<file path="src/rtl/digit_bbox_locate_pkg.sv">
// Shared definitions for the digit bounding-box locator.
//   - Q10 scan ratio constants (scan line = top + h * NUM / 1024)
//   - default box / scan positions used before the first measured frame
//   - FSM state encoding
package digit_bbox_locate_pkg;

   localparam int SCAN1_NUM = 410;   // ~0.40 of box height
   localparam int SCAN2_NUM = 683;   // ~0.667 of box height

   localparam logic [9:0]  DEF_Y_MIN  = 10'd110;
   localparam logic [9:0]  DEF_Y_MAX  = 10'd610;
   localparam logic [10:0] DEF_X_MIN  = 11'd390;
   localparam logic [10:0] DEF_X_MAX  = 11'd890;
   localparam logic [9:0]  DEF_SCANY1 = 10'd310;
   localparam logic [9:0]  DEF_SCANY2 = 10'd443;
   localparam logic [10:0] DEF_SCANX  = 11'd640;

   typedef enum logic [2:0] {
      ST_HOLD    = 3'd0,
      ST_ACCUM   = 3'd1,
      ST_CALC1   = 3'd2,
      ST_CALC2   = 3'd3,
      ST_PUBLISH = 3'd4
   } bbox_state_t;

endpackage

</file>
<file path="src/rtl/digit_bbox_locate_if.sv">
// Pixel-stream input and published-box output bundle of digit_bbox_locate.
//   vcnt/hcnt/Bit : raster position and binarised pixel (1 = foreground)
//   y_min..x_max  : bounding box of the last valid frame
//   scany1/scany2 : horizontal scan lines, scanx : vertical scan column
//   box_valid     : last publish passed the size check
//   box_update    : one-cycle pulse when outputs are republished
interface digit_bbox_locate_if;
   logic [9:0]  vcnt;
   logic [10:0] hcnt;
   logic        Bit;
   logic [9:0]  y_min;
   logic [9:0]  y_max;
   logic [10:0] x_min;
   logic [10:0] x_max;
   logic [9:0]  scany1;
   logic [9:0]  scany2;
   logic [10:0] scanx;
   logic        box_valid;
   logic        box_update;

   modport master (
      output vcnt, hcnt, Bit,
      input  y_min, y_max, x_min, x_max, scany1, scany2, scanx, box_valid, box_update
   );

   modport slave (
      input  vcnt, hcnt, Bit,
      output y_min, y_max, x_min, x_max, scany1, scany2, scanx, box_valid, box_update
   );
endinterface

</file>
<file path="src/rtl/digit_bbox_locate_run_filter.sv">
// Run-length noise filter for the binarised pixel stream.
//   clk, rst_n : clock, async active-low reset
//   vcnt, hcnt : raster position
//   Bit        : binarised pixel
//   qual       : pixel is foreground, in the active area and ends a run of
//                at least MIN_RUN consecutive foreground pixels
//   first      : qual for the first time in the current run
module bbox_run_filter #(
   parameter int H_ACTIVE = 1280,
   parameter int V_ACTIVE = 720,
   parameter int MIN_RUN  = 4
) (
   input  logic        clk,
   input  logic        rst_n,
   input  logic [9:0]  vcnt,
   input  logic [10:0] hcnt,
   input  logic        Bit,
   output logic        qual,
   output logic        first
);

   localparam logic [10:0] H_LIM  = 11'(H_ACTIVE);
   localparam logic [9:0]  V_LIM  = 10'(V_ACTIVE);
   localparam logic [3:0]  RUN_TH = 4'(MIN_RUN - 1);

   logic [3:0] run_q;
   logic [3:0] run_prev;
   logic       in_active;

   // Count of foreground pixels before this one in the same line; the
   // first pixel of a line never inherits the previous line's run.
   assign run_prev  = (hcnt == 11'd0) ? 4'd0 : run_q;
   assign in_active = (hcnt < H_LIM) && (vcnt < V_LIM);
   assign qual      = Bit && in_active && (run_prev >= RUN_TH);
   assign first     = qual && (run_prev == RUN_TH);

   always_ff @(posedge clk or negedge rst_n) begin
      if (!rst_n) begin
         run_q <= 4'd0;
      end else if (!Bit) begin
         run_q <= 4'd0;
      end else if (run_prev != 4'hF) begin
         run_q <= run_prev + 4'd1;
      end else begin
         run_q <= 4'hF;
      end
   end

endmodule

</file>
<file path="src/rtl/digit_bbox_locate.sv">
// Per-frame bounding-box locator ahead of the digit recogniser.
//   clk, rst_n : pixel clock, async active-low reset
//   bus        : pixel stream in, published box / scan positions out
//
// state    | meaning
// ---------|---------------------------------------------------------
// HOLD     | outputs stable, waiting for line 1 to start a frame
// ACCUM    | accumulating extrema of qualified pixels
// CALC1    | box height/width and size check
// CALC2    | scan offsets h*410, h*683 (Q10)
// PUBLISH  | load outputs (if box ok), pulse box_update
module digit_bbox_locate
   import digit_bbox_locate_pkg::*;
#(
   parameter int H_ACTIVE   = 1280,
   parameter int V_ACTIVE   = 720,
   parameter int LATCH_LINE = 800,
   parameter int MIN_RUN    = 4,
   parameter int MIN_W      = 32,
   parameter int MIN_H      = 32
) (
   input  logic               clk,
   input  logic               rst_n,
   digit_bbox_locate_if.slave bus
);

   localparam logic [10:0] RUN_OFS = 11'(MIN_RUN - 1);

   bbox_state_t state_q, state_d;

   logic qual, first;
   logic line1, trig;
   logic acc_clr, acc_en, calc1_en, calc2_en, pub_en;

   logic [10:0] acc_xmin, acc_xmax;
   logic [9:0]  acc_ymin, acc_ymax;
   logic        found;

   logic [9:0]  h_q;
   logic [10:0] w_q;
   logic        ok_q;
   logic [8:0]  ofs1_q;
   logic [9:0]  ofs2_q;

   logic [9:0]  y_min_q, y_max_q, scany1_q, scany2_q;
   logic [10:0] x_min_q, x_max_q, scanx_q;
   logic        valid_q, update_q;

   bbox_run_filter #(
      .H_ACTIVE (H_ACTIVE),
      .V_ACTIVE (V_ACTIVE),
      .MIN_RUN  (MIN_RUN)
   ) u_run_filter (
      .clk   (clk),
      .rst_n (rst_n),
      .vcnt  (bus.vcnt),
      .hcnt  (bus.hcnt),
      .Bit   (bus.Bit),
      .qual  (qual),
      .first (first)
   );

   assign line1 = (bus.vcnt == 10'd1);
   assign trig  = (bus.vcnt == 10'(LATCH_LINE)) && (bus.hcnt == 11'd0);

   always_ff @(posedge clk or negedge rst_n) begin
      if (!rst_n) state_q <= ST_HOLD;
      else        state_q <= state_d;
   end

   // Line 1 outside HOLD means the previous frame never completed: restart.
   always_comb begin
      state_d = state_q;
      unique case (state_q)
         ST_HOLD:    if (line1) state_d = ST_ACCUM;
         ST_ACCUM:   if (!line1 && trig) state_d = ST_CALC1;
         ST_CALC1:   state_d = line1 ? ST_ACCUM : ST_CALC2;
         ST_CALC2:   state_d = line1 ? ST_ACCUM : ST_PUBLISH;
         ST_PUBLISH: state_d = line1 ? ST_ACCUM : ST_HOLD;
         default:    state_d = ST_HOLD;
      endcase
   end

   always_comb begin
      acc_clr  = line1;
      acc_en   = (state_q == ST_ACCUM)   && !line1;
      calc1_en = (state_q == ST_CALC1)   && !line1;
      calc2_en = (state_q == ST_CALC2)   && !line1;
      pub_en   = (state_q == ST_PUBLISH) && !line1;
   end

   always_ff @(posedge clk or negedge rst_n) begin
      if (!rst_n) begin
         acc_xmin <= 11'h7FF;
         acc_xmax <= 11'd0;
         acc_ymin <= 10'h3FF;
         acc_ymax <= 10'd0;
         found    <= 1'b0;
      end else if (acc_clr) begin
         acc_xmin <= 11'h7FF;
         acc_xmax <= 11'd0;
         acc_ymin <= 10'h3FF;
         acc_ymax <= 10'd0;
         found    <= 1'b0;
      end else if (acc_en && qual) begin
         // The run started MIN_RUN-1 pixels before its first qualified pixel.
         if (first && ((bus.hcnt - RUN_OFS) < acc_xmin)) acc_xmin <= bus.hcnt - RUN_OFS;
         if (bus.hcnt > acc_xmax) acc_xmax <= bus.hcnt;
         if (bus.vcnt < acc_ymin) acc_ymin <= bus.vcnt;
         if (bus.vcnt > acc_ymax) acc_ymax <= bus.vcnt;
         found <= 1'b1;
      end
   end

   always_ff @(posedge clk or negedge rst_n) begin
      if (!rst_n) begin
         h_q    <= 10'd0;
         w_q    <= 11'd0;
         ok_q   <= 1'b0;
         ofs1_q <= 9'd0;
         ofs2_q <= 10'd0;
      end else begin
         if (calc1_en) begin
            h_q  <= acc_ymax - acc_ymin;
            w_q  <= acc_xmax - acc_xmin;
            ok_q <= found && ((acc_xmax - acc_xmin) >= 11'(MIN_W))
                          && ((acc_ymax - acc_ymin) >= 10'(MIN_H));
         end
         if (calc2_en) begin
            ofs1_q <= 9'((19'(h_q) * 19'(SCAN1_NUM)) >> 10);
            ofs2_q <= 10'((20'(h_q) * 20'(SCAN2_NUM)) >> 10);
         end
      end
   end

   always_ff @(posedge clk or negedge rst_n) begin
      if (!rst_n) begin
         y_min_q  <= DEF_Y_MIN;
         y_max_q  <= DEF_Y_MAX;
         x_min_q  <= DEF_X_MIN;
         x_max_q  <= DEF_X_MAX;
         scany1_q <= DEF_SCANY1;
         scany2_q <= DEF_SCANY2;
         scanx_q  <= DEF_SCANX;
         valid_q  <= 1'b0;
         update_q <= 1'b0;
      end else begin
         update_q <= pub_en;
         if (pub_en) begin
            valid_q <= ok_q;
            // Offsets are fractions of the box size, so the sums stay in range.
            if (ok_q) begin
               y_min_q  <= acc_ymin;
               y_max_q  <= acc_ymax;
               x_min_q  <= acc_xmin;
               x_max_q  <= acc_xmax;
               scany1_q <= acc_ymin + 10'(ofs1_q);
               scany2_q <= acc_ymin + ofs2_q;
               scanx_q  <= acc_xmin + 11'(w_q[10:1]);
            end
         end
      end
   end

   assign bus.y_min      = y_min_q;
   assign bus.y_max      = y_max_q;
   assign bus.x_min      = x_min_q;
   assign bus.x_max      = x_max_q;
   assign bus.scany1     = scany1_q;
   assign bus.scany2     = scany2_q;
   assign bus.scanx      = scanx_q;
   assign bus.box_valid  = valid_q;
   assign bus.box_update = update_q;

endmodule
</file>
<file path="src/flat_wrapper.sv">
// flat-port wrapper written by rule: the top's interface ports become plain ports
module digit_bbox_locate_flat import digit_bbox_locate_pkg::*;
#(
   parameter int H_ACTIVE   = 1280,
   parameter int V_ACTIVE   = 720,
   parameter int LATCH_LINE = 800,
   parameter int MIN_RUN    = 4,
   parameter int MIN_W      = 32,
   parameter int MIN_H      = 32
)
  (clk, rst_n, bus_vcnt, bus_hcnt, bus_Bit, bus_y_min, bus_y_max, bus_x_min, bus_x_max, bus_scany1, bus_scany2, bus_scanx, bus_box_valid, bus_box_update);
  digit_bbox_locate_if bus_i ();
  input  logic clk;
  input  logic rst_n;
  input wire logic [$bits(bus_i.vcnt)-1:0] bus_vcnt;
  input wire logic [$bits(bus_i.hcnt)-1:0] bus_hcnt;
  input wire logic [$bits(bus_i.Bit)-1:0] bus_Bit;
  output wire logic [$bits(bus_i.y_min)-1:0] bus_y_min;
  output wire logic [$bits(bus_i.y_max)-1:0] bus_y_max;
  output wire logic [$bits(bus_i.x_min)-1:0] bus_x_min;
  output wire logic [$bits(bus_i.x_max)-1:0] bus_x_max;
  output wire logic [$bits(bus_i.scany1)-1:0] bus_scany1;
  output wire logic [$bits(bus_i.scany2)-1:0] bus_scany2;
  output wire logic [$bits(bus_i.scanx)-1:0] bus_scanx;
  output wire logic [$bits(bus_i.box_valid)-1:0] bus_box_valid;
  output wire logic [$bits(bus_i.box_update)-1:0] bus_box_update;
  assign bus_i.vcnt = bus_vcnt;
  assign bus_i.hcnt = bus_hcnt;
  assign bus_i.Bit = bus_Bit;
  assign bus_y_min = bus_i.y_min;
  assign bus_y_max = bus_i.y_max;
  assign bus_x_min = bus_i.x_min;
  assign bus_x_max = bus_i.x_max;
  assign bus_scany1 = bus_i.scany1;
  assign bus_scany2 = bus_i.scany2;
  assign bus_scanx = bus_i.scanx;
  assign bus_box_valid = bus_i.box_valid;
  assign bus_box_update = bus_i.box_update;
  digit_bbox_locate #(.H_ACTIVE(H_ACTIVE), .V_ACTIVE(V_ACTIVE), .LATCH_LINE(LATCH_LINE), .MIN_RUN(MIN_RUN), .MIN_W(MIN_W), .MIN_H(MIN_H)) u_core (.clk(clk), .rst_n(rst_n), .bus(bus_i));
endmodule
</file>
<file path="config.mk">
export PLATFORM = sky130hd
export DESIGN_NAME = digit_bbox_locate_flat
export DESIGN_NICKNAME = d
export VERILOG_FILES = /design/src/rtl/digit_bbox_locate_pkg.sv /design/src/rtl/digit_bbox_locate_if.sv /design/src/rtl/digit_bbox_locate_run_filter.sv /design/src/rtl/digit_bbox_locate.sv /design/src/flat_wrapper.sv
export SDC_FILE = /design/constraint.sdc
export NUM_CORES = 1
export LEC_CHECK = 0
export CAP_MARGIN = 25
export CELL_PAD_IN_SITES_DETAIL_PLACEMENT = 1
export CELL_PAD_IN_SITES_GLOBAL_PLACEMENT = 1
export CORE_MARGIN = 3
export CORE_UTILIZATION = 45
export CTS_CLUSTER_DIAMETER = 60
export CTS_CLUSTER_SIZE = 24
export DETAILED_ROUTE_END_ITERATION = 16
export PLACE_DENSITY_LB_ADDON = 0.2
export SLEW_MARGIN = 10
export SYNTH_ARGS = -nofsm -noshare
export SYNTH_HDL_FRONTEND = slang
export SYNTH_SLANG_ARGS = --single-unit
</file>
<file path="constraint.sdc">
create_clock -name clk -period 6 [get_ports clk]
set_clock_uncertainty 0.05 [all_clocks]
set_input_delay 1.2 -clock clk [delete_from_list [all_inputs] [get_ports clk]]
set_output_delay 1.2 -clock clk [all_outputs]
set_load 0.005 [all_outputs]
</file>
Word level (Yosys, flattened, before mapping)
Index checks and enable logic that the tools add are counted.
{"block": "op_classes", "n_reduce_logical": 28, "mux": 23, "n_addsub": 7, "n_lt_le_gt_ge": 9, "n_eq_ne": 10, "mul": 2}
{"operator": "11-bit 2-to-1 mux", "count": 6}
{"operator": "10-bit 2-to-1 mux", "count": 6}
{"operator": "10-bit by 10-bit multiplier with 20-bit output, second input constant", "count": 1}
{"operator": "10-bit by 8-bit multiplier with 18-bit output, second input constant", "count": 1}
{"operator": "3-bit one-hot mux with 5 select lines", "count": 1}
{"operator": "1-bit logical AND", "count": 14}
{"operator": "4-bit 2-to-1 mux", "count": 3}
{"operator": "2-bit AND reduction", "count": 6}
{"operator": "11-bit by 10-bit adder with 11-bit output", "count": 1}
{"operator": "11-bit by 6-bit greater-or-equal comparator with 1-bit output, second input constant", "count": 1}
{"operator": "11-bit > comparator", "count": 1}
{"operator": "11-bit logical NOT", "count": 1}
{"operator": "11-bit less-than comparator", "count": 1}
{"operator": "11-bit less-than comparator, second input constant", "count": 1}
{"operator": "11-bit subtractor", "count": 1}
{"operator": "11-bit by 2-bit subtractor with 11-bit output, second input constant", "count": 1}
{"operator": "10-bit adder", "count": 1}
{"operator": "10-bit by 9-bit adder with 10-bit output", "count": 1}
{"operator": "10-bit by 1-bit == test with 1-bit output, second input constant", "count": 1}
{"operator": "10-bit == test, second input constant", "count": 1}
{"operator": "10-bit by 6-bit greater-or-equal comparator with 1-bit output, second input constant", "count": 1}
{"operator": "10-bit > comparator", "count": 1}
{"operator": "10-bit less-than comparator", "count": 1}
{"operator": "10-bit less-than comparator, second input constant", "count": 1}
{"operator": "15 further kinds", "count": 25}
{"block": "word_totals", "reg_bits": 166, "input_bits": 24, "output_inout_bits": 75, "elab_cells": 100}

Logic depth before layout (Yosys ltp)
{"block": "logic_depth", "word_depth": 9, "ltp_mapped": 18, "ltp_nobuf": 18}

Cells and area by module
A second synthesis with hierarchy kept.
{"block": "unflattened", "hier_cells": 1343, "area_unflattened_um2": 12658.4}
{"mod": "digit_bbox_locate", "seq_area_each_um2": 4097.7, "n_inst": 1, "cells_each": 1309, "area_per_inst_um2": 12335.6}
{"mod": "bbox_run_filter", "seq_area_each_um2": 100.1, "n_inst": 1, "cells_each": 34, "area_per_inst_um2": 322.8}

Worst setup path after synthesis
No wires, ideal clock.
{"block": "synth_timing", "path_kind": "register -> register", "start": "reg u_core.h_q[5]", "end": "reg u_core.ofs2_q[8]", "setup_time_ns": 0.135, "t_required_ns": 5.815, "path_stages_with_launch": 19, "period_less_slack_ns": 4.544, "arrival_time_ns": 4.360, "path_buffers": 0, "setup_slack_ns": 1.456, "path_cell_list": "dfrtp_1 -> ha_1 -> ha_1 -> inv_1 -> fa_1 -> inv_1 -> fa_1 -> inv_1 -> fa_1 -> inv_1 -> ha_1 -> a21oi_1 -> o211ai_1 -> a41oi_1 -> nor4b_2 -> o31ai_1 -> a21oi_1 -> xor2_1 -> o21ai_0"}
{"block": "synth_between", "elab_chain_len": 1}
{"element": "start: declaration", "line_no": "digit_bbox_locate.sv:39", "source": "logic [9:0] h_q;"}
{"element": "start signal: assignment", "line_no": "digit_bbox_locate.sv:124", "source": "h_q <= acc_ymax - acc_ymin;"}
{"element": "10-bit by 10-bit multiplier with 20-bit output", "line_no": "digit_bbox_locate.sv:131", "source": "ofs2_q <= 10'((20'(h_q) * 20'(SCAN2_NUM)) >> 10);"}
{"element": "end signal: assignment", "line_no": "digit_bbox_locate.sv:131"}
{"element": "end: declaration", "line_no": "digit_bbox_locate.sv:43", "source": "logic [9:0] ofs2_q;"}
No other way between the ends.
A chain may end at the register's enable or synchronous reset.

Final worst setup path
{"block": "layout_timing", "start": "reg u_core.h_q[5]", "end": "reg u_core.ofs2_q[9]"}
The elaborated chain is that of the path after synthesis.

==> results.py <==
metrics = {
    "final_layout": {
        "regArea_mm2": 0.00420,
        "final_common_cell": "ha_1",
        "fillers": 2941,
        "syn_to_final_growth_pct": 15.7,
        "drive_gt1_share_pct": 10.1,
        "nNetsFinal": 1588,
        "antenna_cells": 0,
        "mostFrequentLayoutCells": "ha_1, inv_1, nand2_1",
        "multiInputGateArea_mm2": 0.00735,
    },
    "logic_synthesis": {
        "synth-simple-area-share_pct": 10.1,
        "synth-xor-area-share_pct": 5.09,
        "ys_warn_count": 0,
        "synth_top_family_by_area": "adder cells",
        "netlist_instances": 1229,
        "ys_seq_area_share_pct": 34.4,
        "synthAdderAreaFrac_pct": 27.5,
        "syn_area_mm2": 0.0122,
        "synth_compound_area_share_pct": 12.9,
        "syn_area_per_cell_um2": 9.94,
        "ys_types": 62,
        "muxShareOfSynthArea_pct": 4.45,
        "async_reset_ff_share_pct": 100,
        "synthFlopType": "dfrtp_1",
        "synth_fp_nets": 1495,
        "synth_enable_flop_cells": 0,
        "ys_ff_latch": 165,
    },
    "setup_path": {
        "critPathCapture": "u_core.ofs2_q[9]",
        "crit_chain": "ha_1, ha_1, inv_1, fa_1, inv_1, fa_1, inv_1, fa_1, inv_1, ha_1, a21oi_1, o211ai_1, a41oi_1, nor4b_2, o31ai_1, a21oi_1, nor2_1, a211oi_1",
        "critical_path.slowest_cell": "fa_1",
        "reg2reg_from": "u_core.h_q[5]",
        "cpMostUsedCell": "inv_1",
        "max_stage_delay_ns": 0.51,
        "cp_num_buf_inv": 4,
        "crit_start": "u_core.h_q[5]",
        "crit_arrival_ns": 5.33,
        "endpoint_kind": "register",
        "rr_endpoint": "u_core.ofs2_q[9]",
        "start_kind": "register",
        "rr_worst_depth": 18,
        "setup.worst_path.class": "register to register",
        "path_max_fanout": 8,
        "crit_required_ns": 6.29,
        "crit_cells": 18,
        "cp_top_family": "adder cells",
        "rrSetupSlack_ns": 0.96,
    },
    "global_routing": {
        "grt_pass1_wl_mm": 52.9,
        "first_global_vias": 9800,
        "antenna_found_initial": 0,
        "grt-ovfl-total": 0,
        "grt_max_degree": 85,
        "track_usage_pct": 22.9,
    },
    "clock_tree": {
        "clk_pin_slew_ns": 0.07,
        "cts_tree": "built",
        "cts-root-buf": "clkbuf_16",
        "cts.path.max_buffers": 2,
        "hold_buffers": 0,
        "clock_sinks": 165,
        "h-tree-depth": 4,
        "clkLatencyLatePin_ns": 0.44,
        "cts_buffers": 17,
        "post_cts_resized": 0,
        "postCtsSetupBuffers": 0,
    },
    "sta": {
        "period_needed_ns": 5.04,
        "fin_setup_tns_ns": 0,
        "hold_viol": 0,
        "finalSetupViolCount": 0,
        "slew_headroom_pct": 36.4,
        "rsz0062_at_grt": "no",
        "worstMarginPinSlew_ns": 0.952,
        "fmax_mhz": 198,
        "slew_violations": 0,
        "period_share_pct": 84.0,
    },
    "place": {
        "dp_hpwl_mm": 25.6,
        "gp_congestion": 0.866,
        "numPortBuffers": 98,
    },
    "floorplanning": {
        "std_cell_rows": 59,
        "initial_core_util_pct": 46.4,
        "die_x_um": 171,
        "die_area_mm2": 0.0292,
        "io_pins": 99,
        "core_region_area_mm2": 0.0264,
        "die_y_um": 171,
    },
    "routing": {
        "avgViaCountPerCell": 5.41,
        "vias": 9039,
        "wl_per_cell_um": 19.2,
        "dr.pass1.iters": 4,
        "ant_nets": 0,
        "wl_mm": 32.1,
        "drc_errors": 0,
        "drt_iter0_drc": 426,
    },
    "worst_hold_path": {
        "hold_class": "register to register",
    },
    "run_status": {
        "status": "finished clean",
    },
    "job": {
        "drv_cap": 0,
    },
}
[through the flow]
| stage | setup WS, ns | hold slack [ns] | instances | util, % | area [um^2] |
|---|---|---|---|---|---|
| 2_1_floorplan | 1.46 | 0.397 | 1229 | - | 12200 |
| 3_3_place_gp | 1.11 | 0.415 | 1638 | 51.4 | 13500 |
| 3_5_place_dp | 0.955 | 0.419 | 1638 | 51.4 | 13500 |
| 4_1_cts | 0.944 | 0.435 | 1670 | 53.6 | 14100 |
| 5_1_grt | 0.538 | 0.446 | 1670 | 53.6 | 14100 |
| 6_report | 0.962 | 0.431 | 1670 | 53.6 | 14100 |
[worst min-delay path, stage by stage (launching register included)]
cell     delay [ns]
dfstp_2        0.37
nand2_1        0.04
o21ai_0        0.06
[per-layer routing]
| layer | up-vias | GRT usage, % | share of wire, % |
|---|---|---|---|
| li1 | 4413 | - | - |
| met1 | 4470 | 31.7 | 48 |
| met2 | 125 | 38.2 | 48 |
| met3 | 31 | 3.03 | 2.9 |
| met4 | 0 | 5.54 | 1.4 |
| met5 | - | 0 | 0 |
[worst min path at each step]
stage	depth (start not counted)	from	endpoint	slack, ns
after global routing	2	u_core.bus.scany2[8]	u_core.bus.scany2[8]	0.45
after detailed placement	2	u_core.bus.x_min[3]	u_core.bus.x_min[3]	0.42
after global placement	2	u_core.bus.scanx[2]	u_core.bus.scanx[2]	0.41
after floorplan	1	u_core.state_q[2]	u_core.state_q[1]	0.40
final	2	u_core.bus.scany1[8]	u_core.bus.scany1[8]	0.43
after CTS	2	u_core.bus.scany1[8]	u_core.bus.scany1[8]	0.44
[registers in the layout, indices dropped and copies added, names as in the netlist]
register                   cells
u_core.acc_xmax               11
u_core.acc_xmin               11
u_core.bus.scanx              11
u_core.bus.x_max              11
u_core.bus.x_min              11
u_core.acc_ymax               10
u_core.acc_ymin               10
u_core.bus.scany1             10
u_core.bus.scany2             10
u_core.bus.y_max              10
u_core.bus.y_min              10
u_core.h_q                    10
u_core.ofs2_q                 10
u_core.w_q                    10
u_core.ofs1_q                  9
u_core.u_run_filter.run_q      4
u_core.state_q                 3
u_core.bus.box_update          1
u_core.bus.box_valid           1
u_core.found                   1
u_core.ok_q                    1
[layout make-up]
cell class / instances / share of cell area [%]
Multi-Input combinational cell: 888 / 52.0
Sequential cell: 165 / 29.7
Timing Repair Buffer: 103 / 7.21
Inverter: 147 / 3.90
Clock buffer: 17 / 3.01
Tap cell: 335 / 2.97
Clock inverter: 15 / 1.24
[kinds of logic (layout without fill, tap and decap cells)]
logic type               Yosys count  in the layout
AND/OR/NAND/NOR                  265            265
AO/OA/AOI/OAI                    259            259
adder cells (fa/ha/maj)          242            242
buffers and inverters            176            282
flip-flops                       165            165
XOR/XNOR                          71             71
multiplexers                      51             51
[synth_stat cells (13+ instances only)]
| master | n | area share (%) |
|---|---|---|
| nor2_1 | 48 | 1.5 |
| fa_1 | 44 | 7.2 |
| ha_1 | 198 | 20 |
| inv_1 | 146 | 4.5 |
| mux2_2 | 26 | 2.4 |
| mux2i_1 | 24 | 2.0 |
| o211ai_1 | 15 | 0.92 |
| o21ai_0 | 111 | 4.5 |
| nand2_1 | 132 | 4.1 |
| clkbuf_1 | 14 | 0.43 |
| dfrtp_1 | 110 | 23 |
| buf_2 | 13 | 0.53 |
| dfstp_2 | 55 | 12 |
| xor2_1 | 34 | 2.4 |
| xnor2_1 | 37 | 2.7 |
| a21o_1 | 23 | 1.4 |
| a21oi_1 | 48 | 2.0 |
| nor3_1 | 18 | 0.74 |
Power is left out: the tool's default activity adds up to more than one toggle a clock period on the data nets, which glitch-free logic cannot reach.
